## src/rtl/operand_fetch.sv

```systemverilog
// Operand fetch: walks the requested operand slots in ascending order and
// reads each one from a register bank over a toggle-trigger / ready-level
// handshake. The bank's ready level is asynchronous, so it is synchronised.
// After each toggle, ready is ignored for GUARD cycles. This covers a stale
// ready level left over from the previous read.
module operand_fetch #(
  parameter int GUARD   = 4,
  parameter int TIMEOUT = 255
) (
  input  logic        clk,
  input  logic        rst_n,
  input  logic        req_valid,
  output logic        req_ready,
  input  logic [2:0]  req_mask,
  input  logic [11:0] req_addr,
  output logic        rd_trig,
  output logic [3:0]  rd_addr,
  input  logic        rd_ready,
  input  logic [31:0] rd_data,
  output logic        op_valid,
  input  logic        op_ready,
  output logic [95:0] op_data,
  output logic        op_err
);

  typedef enum logic [2:0] {IDLE, SETUP, TRIG, GUARD_W, WAIT, NEXT, DONE} state_t;

  localparam logic [3:0] GUARD_LAST = 4'(GUARD - 1);
  localparam logic [7:0] TO_LAST    = 8'(TIMEOUT - 1);

  state_t      state;
  logic [1:0]  sync;
  logic        rdy_s;
  logic [2:0]  mask_l;
  logic [11:0] addr_l;
  logic [1:0]  slot;
  logic        more;
  logic [3:0]  g_cnt;
  logic [7:0]  to_cnt;
  logic [1:0]  first_slot;
  logic [1:0]  nxt_slot;
  logic        nxt_found;
  logic        wait_done;

  // Two-flop synchroniser for the bank's asynchronous ready level.
  always_ff @(posedge clk) begin
    if (!rst_n) sync <= 2'b00;
    else        sync <= {sync[0], rd_ready};
  end

  assign rdy_s     = sync[1];
  assign wait_done = rdy_s || (to_cnt == TO_LAST);

  // Lowest set bit of the incoming mask, and the next set bit above the current slot.
  always_comb begin
    first_slot = 2'd0;
    nxt_found  = 1'b0;
    nxt_slot   = slot;
    for (int i = 2; i >= 0; i--) begin
      if (req_mask[i]) first_slot = 2'(i);
      if (mask_l[i] && (i > int'(slot))) begin
        nxt_found = 1'b1;
        nxt_slot  = 2'(i);
      end
    end
  end

  // Fetch sequencer. All outputs are registered here.
  // The slot advances on the capture/timeout edge itself. The NEXT cycle
  // therefore presents the new rd_addr one cycle ahead of the toggle, and
  // acts as the setup cycle for the following read. This keeps every read
  // at SETUP/NEXT + TRIG + GUARD + capture cycles.
  always_ff @(posedge clk) begin
    if (!rst_n) begin
      state     <= IDLE;
      req_ready <= 1'b0;
      mask_l    <= '0;
      addr_l    <= '0;
      slot      <= '0;
      more      <= 1'b0;
      g_cnt     <= '0;
      to_cnt    <= '0;
      rd_trig   <= 1'b0;
      rd_addr   <= '0;
      op_valid  <= 1'b0;
      op_data   <= '0;
      op_err    <= 1'b0;
    end else begin
      case (state)
        IDLE: begin
          req_ready <= 1'b1;
          if (req_valid && req_ready) begin
            req_ready <= 1'b0;
            mask_l    <= req_mask;
            addr_l    <= req_addr;
            op_data   <= '0;
            op_err    <= 1'b0;
            slot      <= first_slot;
            rd_addr   <= req_addr[4*first_slot +: 4];
            if (req_mask == 3'b000) begin
              op_valid <= 1'b1;
              state    <= DONE;
            end else begin
              state <= SETUP;
            end
          end
        end
        SETUP: state <= TRIG;
        TRIG: begin
          rd_trig <= ~rd_trig;
          g_cnt   <= '0;
          to_cnt  <= '0;
          state   <= GUARD_W;
        end
        GUARD_W: begin
          if (g_cnt == GUARD_LAST) state <= WAIT;
          else                     g_cnt <= g_cnt + 4'd1;
        end
        WAIT: begin
          if (wait_done) begin
            if (rdy_s) op_data[32*slot +: 32] <= rd_data;
            else       op_err <= 1'b1;
            slot <= nxt_slot;
            more <= nxt_found;
            if (nxt_found) rd_addr <= addr_l[4*nxt_slot +: 4];
            state <= NEXT;
          end else begin
            to_cnt <= to_cnt + 8'd1;
          end
        end
        NEXT: begin
          if (more) begin
            state <= TRIG;
          end else begin
            op_valid <= 1'b1;
            state    <= DONE;
          end
        end
        DONE: begin
          if (op_ready) begin
            op_valid  <= 1'b0;
            req_ready <= 1'b1;
            state     <= IDLE;
          end
        end
        default: state <= IDLE;
      endcase
    end
  end

endmodule

```

## config.mk

```make
export PLATFORM = sky130hd
export DESIGN_NAME = operand_fetch
export DESIGN_NICKNAME = d
export VERILOG_FILES = /design/src/rtl/operand_fetch.sv
export SDC_FILE = /design/constraint.sdc
export NUM_CORES = 1
export LEC_CHECK = 0
export CAP_MARGIN = 20
export CORE_UTILIZATION = 45
export DETAILED_ROUTE_END_ITERATION = 10
export PLACE_DENSITY = 0.75
export SYNTH_ARGS = -nofsm -noshare
export SYNTH_HDL_FRONTEND = slang
export SYNTH_SLANG_ARGS = --single-unit
```

## constraint.sdc

```tcl
create_clock -name clk -period 6.3 [get_ports clk]
set_input_delay 0.63 -clock clk [delete_from_list [all_inputs] [get_ports clk]]
set_output_delay 0.63 -clock clk [all_outputs]
set_load 0.03 [all_outputs]
```

After elaboration in Yosys (flattened, before gate mapping)

Cells that the tools add are included.

Add/subtract/negate cells: 3
Multiplexer cells: 42
Bitwise gates (word level): 1
$lt $le $gt $ge: 2
Shift-type cells: 4
Equal/unequal tests: 19
Reductions and logical operators: 22

Operators with widths:

| operator                 | number |
|---|---|
| $mux 96                  | 3 |
| $pmux 96 s2              | 1 |
| $bwmux 96                | 1 |
| $shift 32x34->96 const A | 1 |
| $shiftx 32x34->96        | 1 |
| $neg 7->34               | 1 |
| $shiftx 12x5->4          | 2 |
| $ne 2x2->1 const B       | 11 |
| $pmux 3 s7               | 1 |
| $mux 3                   | 6 |
| $mux 4                   | 4 |
| $pmux 4 s2               | 2 |
| $pmux 8 s2               | 1 |
| $reduce_and 4->1         | 4 |
| $mux 2                   | 7 |
| $mux 1                   | 11 |
| $reduce_and 2->1         | 5 |
| $eq 3x3->1 const B       | 3 |
| $add 8x1->8 const B      | 1 |
| $eq 8x8->1 const B       | 1 |
| $mux 8                   | 1 |
| $reduce_bool 2->1        | 4 |
| $eq 3x2->1 const B       | 2 |
| $logic_not 3->1          | 2 |
| 14 further kinds         | 17 |

Output and inout bits: 104
Logic and storage cells: 107
Register bits: 139
Input port bits: 52

Logic depth before layout (Yosys ltp)

Depth after elaboration: 8
Depth in mapped cells: 8
Depth with buffers taken out: 7

Worst setup path after synthesis

OpenSTA, ideal clock, no wires.

Path type: register to register
From: reg slot[0]
To: reg op_data[84]
Library setup time: 0.062 ns
Path buffers: 2
Path slack: 4.258 ns
Data arrival time: 1.980 ns
Data required time: 6.238 ns
Period minus slack after synthesis: 2.042 ns
Stages on the path, launching flop included: 9
Cell sequence: dfxtp_1 > clkbuf_1 > inv_1 > ha_1 > nand2b_1 > nor4b_4 > buf_6 > a22oi_2 > nor2b_2

Word-level cells in the longest chain between the ends: 6
Elaborated cells on any way between the ends: 7
Classes of those cells: 1 x add/sub; 2 x shift; 4 x mux

RTL lines:

| item                                                         | RTL line | text |
|---|---|---|
| from (decl)                                                  | 36       | `logic [1:0] slot;` |
| from (signal assigned)                                       | 98       | `slot <= first_slot;` |
| from (signal assigned)                                       | 123      | `slot <= nxt_slot;` |
| $neg 7->34 *                                                 | 121      | `if (rdy_s) op_data[32*slot +: 32] <= rd_data;` |
| $shiftx 32x34->96 / $shift 32x34->96 (equally long branches) | 121      |  |
| $bwmux 96 *                                                  | 121      |  |
| $mux 96 *                                                    | 121      |  |
| $mux 96 *                                                    | 120      | `if (wait_done) begin` |
| $pmux 96 s2 *                                                | 89       | `case (state)` |
| to (signal, indexed assignment)                              | 121      |  |
| to (decl)                                                    | 22       | `output logic [95:0] op_data,` |

Every way passes the cells marked *; elsewhere a longest branch is shown, timed or not. The select of a mux whose other input is x is not followed.
A chain may end at the register's enable or synchronous reset.

Worst setup path in the final report

From: reg state[2]
To: reg op_data[64]

Word-level cells in the longest chain between the ends: 3
Elaborated cells on any way between the ends: 8
Classes of those cells: 4 x eq/ne; 1 x mux; 3 x reduce/logical

RTL lines:

| item                                                             | RTL line | text |
|---|---|---|
| from (decl)                                                      | 31       | `state_t state;` |
| from (signal assigned)                                           | 75       | `state <= IDLE;` |
| from (signal assigned)                                           | 102      | `state <= DONE;` |
| from (signal assigned)                                           | 104      | `state <= SETUP;` |
| $eq 3x3->1 / $logic_not 3->1 (equally long branches)             | 89       |  |
| $ne 2x2->1 (no line) / $reduce_bool 2->1 (equally long branches) | -        |  |
| $reduce_and 4->1 (no line)                                       | -        |  |

Several ways; a longest one is shown, not always the timed one.

==> impl_metrics.csv <==
group,metric,value,unit
outcome,status,"finished, final reports clean",
power_and_ir_drop,power_leakage,2.75,nW
finish,syn2layout_area_growth,37.1,%
timing,holdWs,0.440,ns
clock_tree,cts-hold-fix-buffers,0,
timing,period_share,40.1,%
global_route,grt_pass1_vias,5103,
setup_path,end_kind,"register",
floorplanning,ios,156,
global_route,use_met2,41.5,%
global_route,top_usage_layer,"met2",
synthesis,synth.cell_area,5950,um^2
hold_path,holdPathStages,1,
clock_tree,clk_pin_slew_worst_paths,0.06,ns
detailed_routing,drt_iter0_markers,314,
setup_path,worstPathRequired,6.64,ns
clock_tree,cts_tree,"built",
hold_path,hold_path.class,"reg -> reg",
clock_tree,numCtsBuffers,17,
clock_tree,cts_sinks,138,
synthesis,ys_warn_count,0,
detailed_routing,via_count,5178,
finish,nNetsFinal,826,
detailed_routing,wl_per_cell,16.9,um
floorplanning,fp.coreArea,12800,um^2
timing,fin_crit,2.53,ns
floorplanning,die_area,13700,um^2
floorplanning,die_w,117,um
timing,worst_slack,3.77,ns
timing,rsz0062_at_grt,"no",
timing,hold_viol,0,
detailed_routing,drt-pass1-iter-count,5,
global_route,grt_overflow_total,0,
timing,worstMarginPinSlew,1.06,ns
detailed_routing,wl,16.1,mm
setup_path,arrival,2.87,ns
clock_tree,htree_levels,4,
global_route,grt_max_degree,87,
setup_path,crit_fanout,32,
synthesis,ys_ff_latch,138,
detailed_routing,drc,0,
setup_path,rrSetupSlack,3.77,ns
clock_tree,post_cts.repair.setup_buffers,0,
synthesis,synth-edff-count,0,
timing,slew_headroom,29.2,%
global_route,met1_usage,28.9,%
timing,final-setup-viol-count,0,
place,pre_cts_slack,3.26,ns
timing,fmax,396,MHz
clock_tree,root_buffer,"clkbuf_16",
floorplanning,rows,41,
synthesis,syn_avg_cell_area,9.35,um^2
finish,final_common_cell,"clkdlybuf4s50_1",
flow_run,maxCapViolations,0,
global_route,antenna_found_initial,0,
setup_path,r2r_cells,5,
clock_tree,cts-resized-gates,0,
synthesis,synth_ff_type,"dfxtp_1",
clock_tree,clockBufferDepth,2,
global_route,met3_usage,6.13,%
synthesis,synth_cells,636,
floorplanning,start_util,46.6,%
global_route,grt_pass1_wl,25.4,mm
detailed_routing,ant_nets,0,
finish,antenna_cells,0,
place,place.gp.congestion,0.815,
place,io_buffers,155,
finish,layout_common_cells,"clkdlybuf4s50_1 (154), dfxtp_1 (138), nand2_1 (75)",
finish,drive_gt1_share,9.11,%
synthesis,ys_async_sr_fraction,0,%
floorplanning,chipHeight,117,um
detailed_routing,avgViaCountPerCell,5.44,
synthesis,synth.distinct_cells,59,
timing,finalMaxSlewViolations,0,
synthesis,synth_nets,696,
power_and_ir_drop,ir_drop,0.175,mV
place,hpwl,10.8,mm
clock_tree,clkLatencyLatePin,0.41,ns
timing,finalClockSkew,0.00503,ns
timing,finalSetupTns,0,ns
setup_path,critPathKind,"reg -> reg",
setup_path,start_kind,"register",
finish,post-route-util,63.8,%
synthesis,ys_seq_area_share,46.4,%
global_route,grt_usage,24.4,%
power_and_ir_drop,p_per_area,309,nW/um^2
==> final cells by class <==
class	count	area [um^2]
repair buffers	162	1620
well taps	172	215
fillers	1037	4620
flip-flops and latches	138	2760
multi-input cells	441	2950
inverters	6	22.5
clock inverters	10	115
clock buffers	22	474
==> worst paths after layout <==
check                 from           to
setup / recovery  state[2]  op_data[64]
hold / removal     sync[0]      sync[1]
setup reg to reg  state[2]  op_data[64]
hold reg to reg    sync[0]      sync[1]
==> flip-flops by register name, summed over array words and instances, names as in the netlist <==
register   cells
op_data       96
addr_l        12
to_cnt         8
g_cnt          4
rd_addr        4
state          3
mask_l         2
slot           2
sync           2
more           1
op_err         1
op_valid       1
rd_trig        1
req_ready      1
==> routing by layer <==
layer / part of all wire [%] / vias up
met5: 0 / -
met4: 2.5 / 0
met3: 6.6 / 26
met2: 49 / 181
met1: 42 / 2444
li1: - / 2527
==> stage by stage <==
stage | cell area, um^2 | std cells | total power, mW
after detailed placement | 7540 | 918 | 1.53
after floorplan | 5950 | 636 | 1.37
after global placement | 7540 | 918 | 1.52
final | 8150 | 951 | 2.52
after CTS | 8130 | 950 | 2.52
after global routing | 8150 | 951 | 2.64
==> worst max-delay path, cell delays in order (launching register included) <==
cell	delay, ns
dfxtp_1	0.63
or3b_1	0.71
nor4b_4	0.34
buf_4	0.43
a22oi_1	0.17
nor2b_1	0.17
==> cell families after synthesis <==
group,share of synthesized area [%]
simple gates,21.6
compound gates,24.4
buf+inv,4.48
flops,46.4
xor+xnor,1.18
fa+ha+maj,1.68
mux,0.189
==> cell usage after synthesis, types with 4 or more instances <==
cell type,instances,area [um^2]
dfxtp_1,138,2760
nand2_1,75,282
nor2b_1,62,388
a22oi_1,58,435
a21boi_0,45,338
clkbuf_1,36,135
nand3_1,36,180
nor2_1,13,48.8
a22oi_2,10,125
nor2b_2,10,87.6
o21ai_0,10,50.1
a21oi_1,9,45.0
buf_2,9,45.0
ha_1,8,100
xor2_1,8,70.1
and2_1,7,43.8
inv_1,6,22.5
o21ai_1,6,30.0
and3_1,5,31.3
buf_6,5,56.3
a211oi_1,4,30.0
a21boi_1,4,30.0
a221oi_1,4,35.0
nor3_1,4,20.0
nor3b_1,4,30.0
==> power breakdown <==
group | internal (mW) | leakage, nW | total [mW] | switching, mW
Clock | 0.614 | 0.283 | 0.983 | 0.369
Combinational | 0.206 | 1.35 | 0.553 | 0.347
Sequential | 0.919 | 1.11 | 0.985 | 0.0661
Total | 1.74 | 2.75 | 2.52 | 0.782
(Power assumes the default switching activity.)
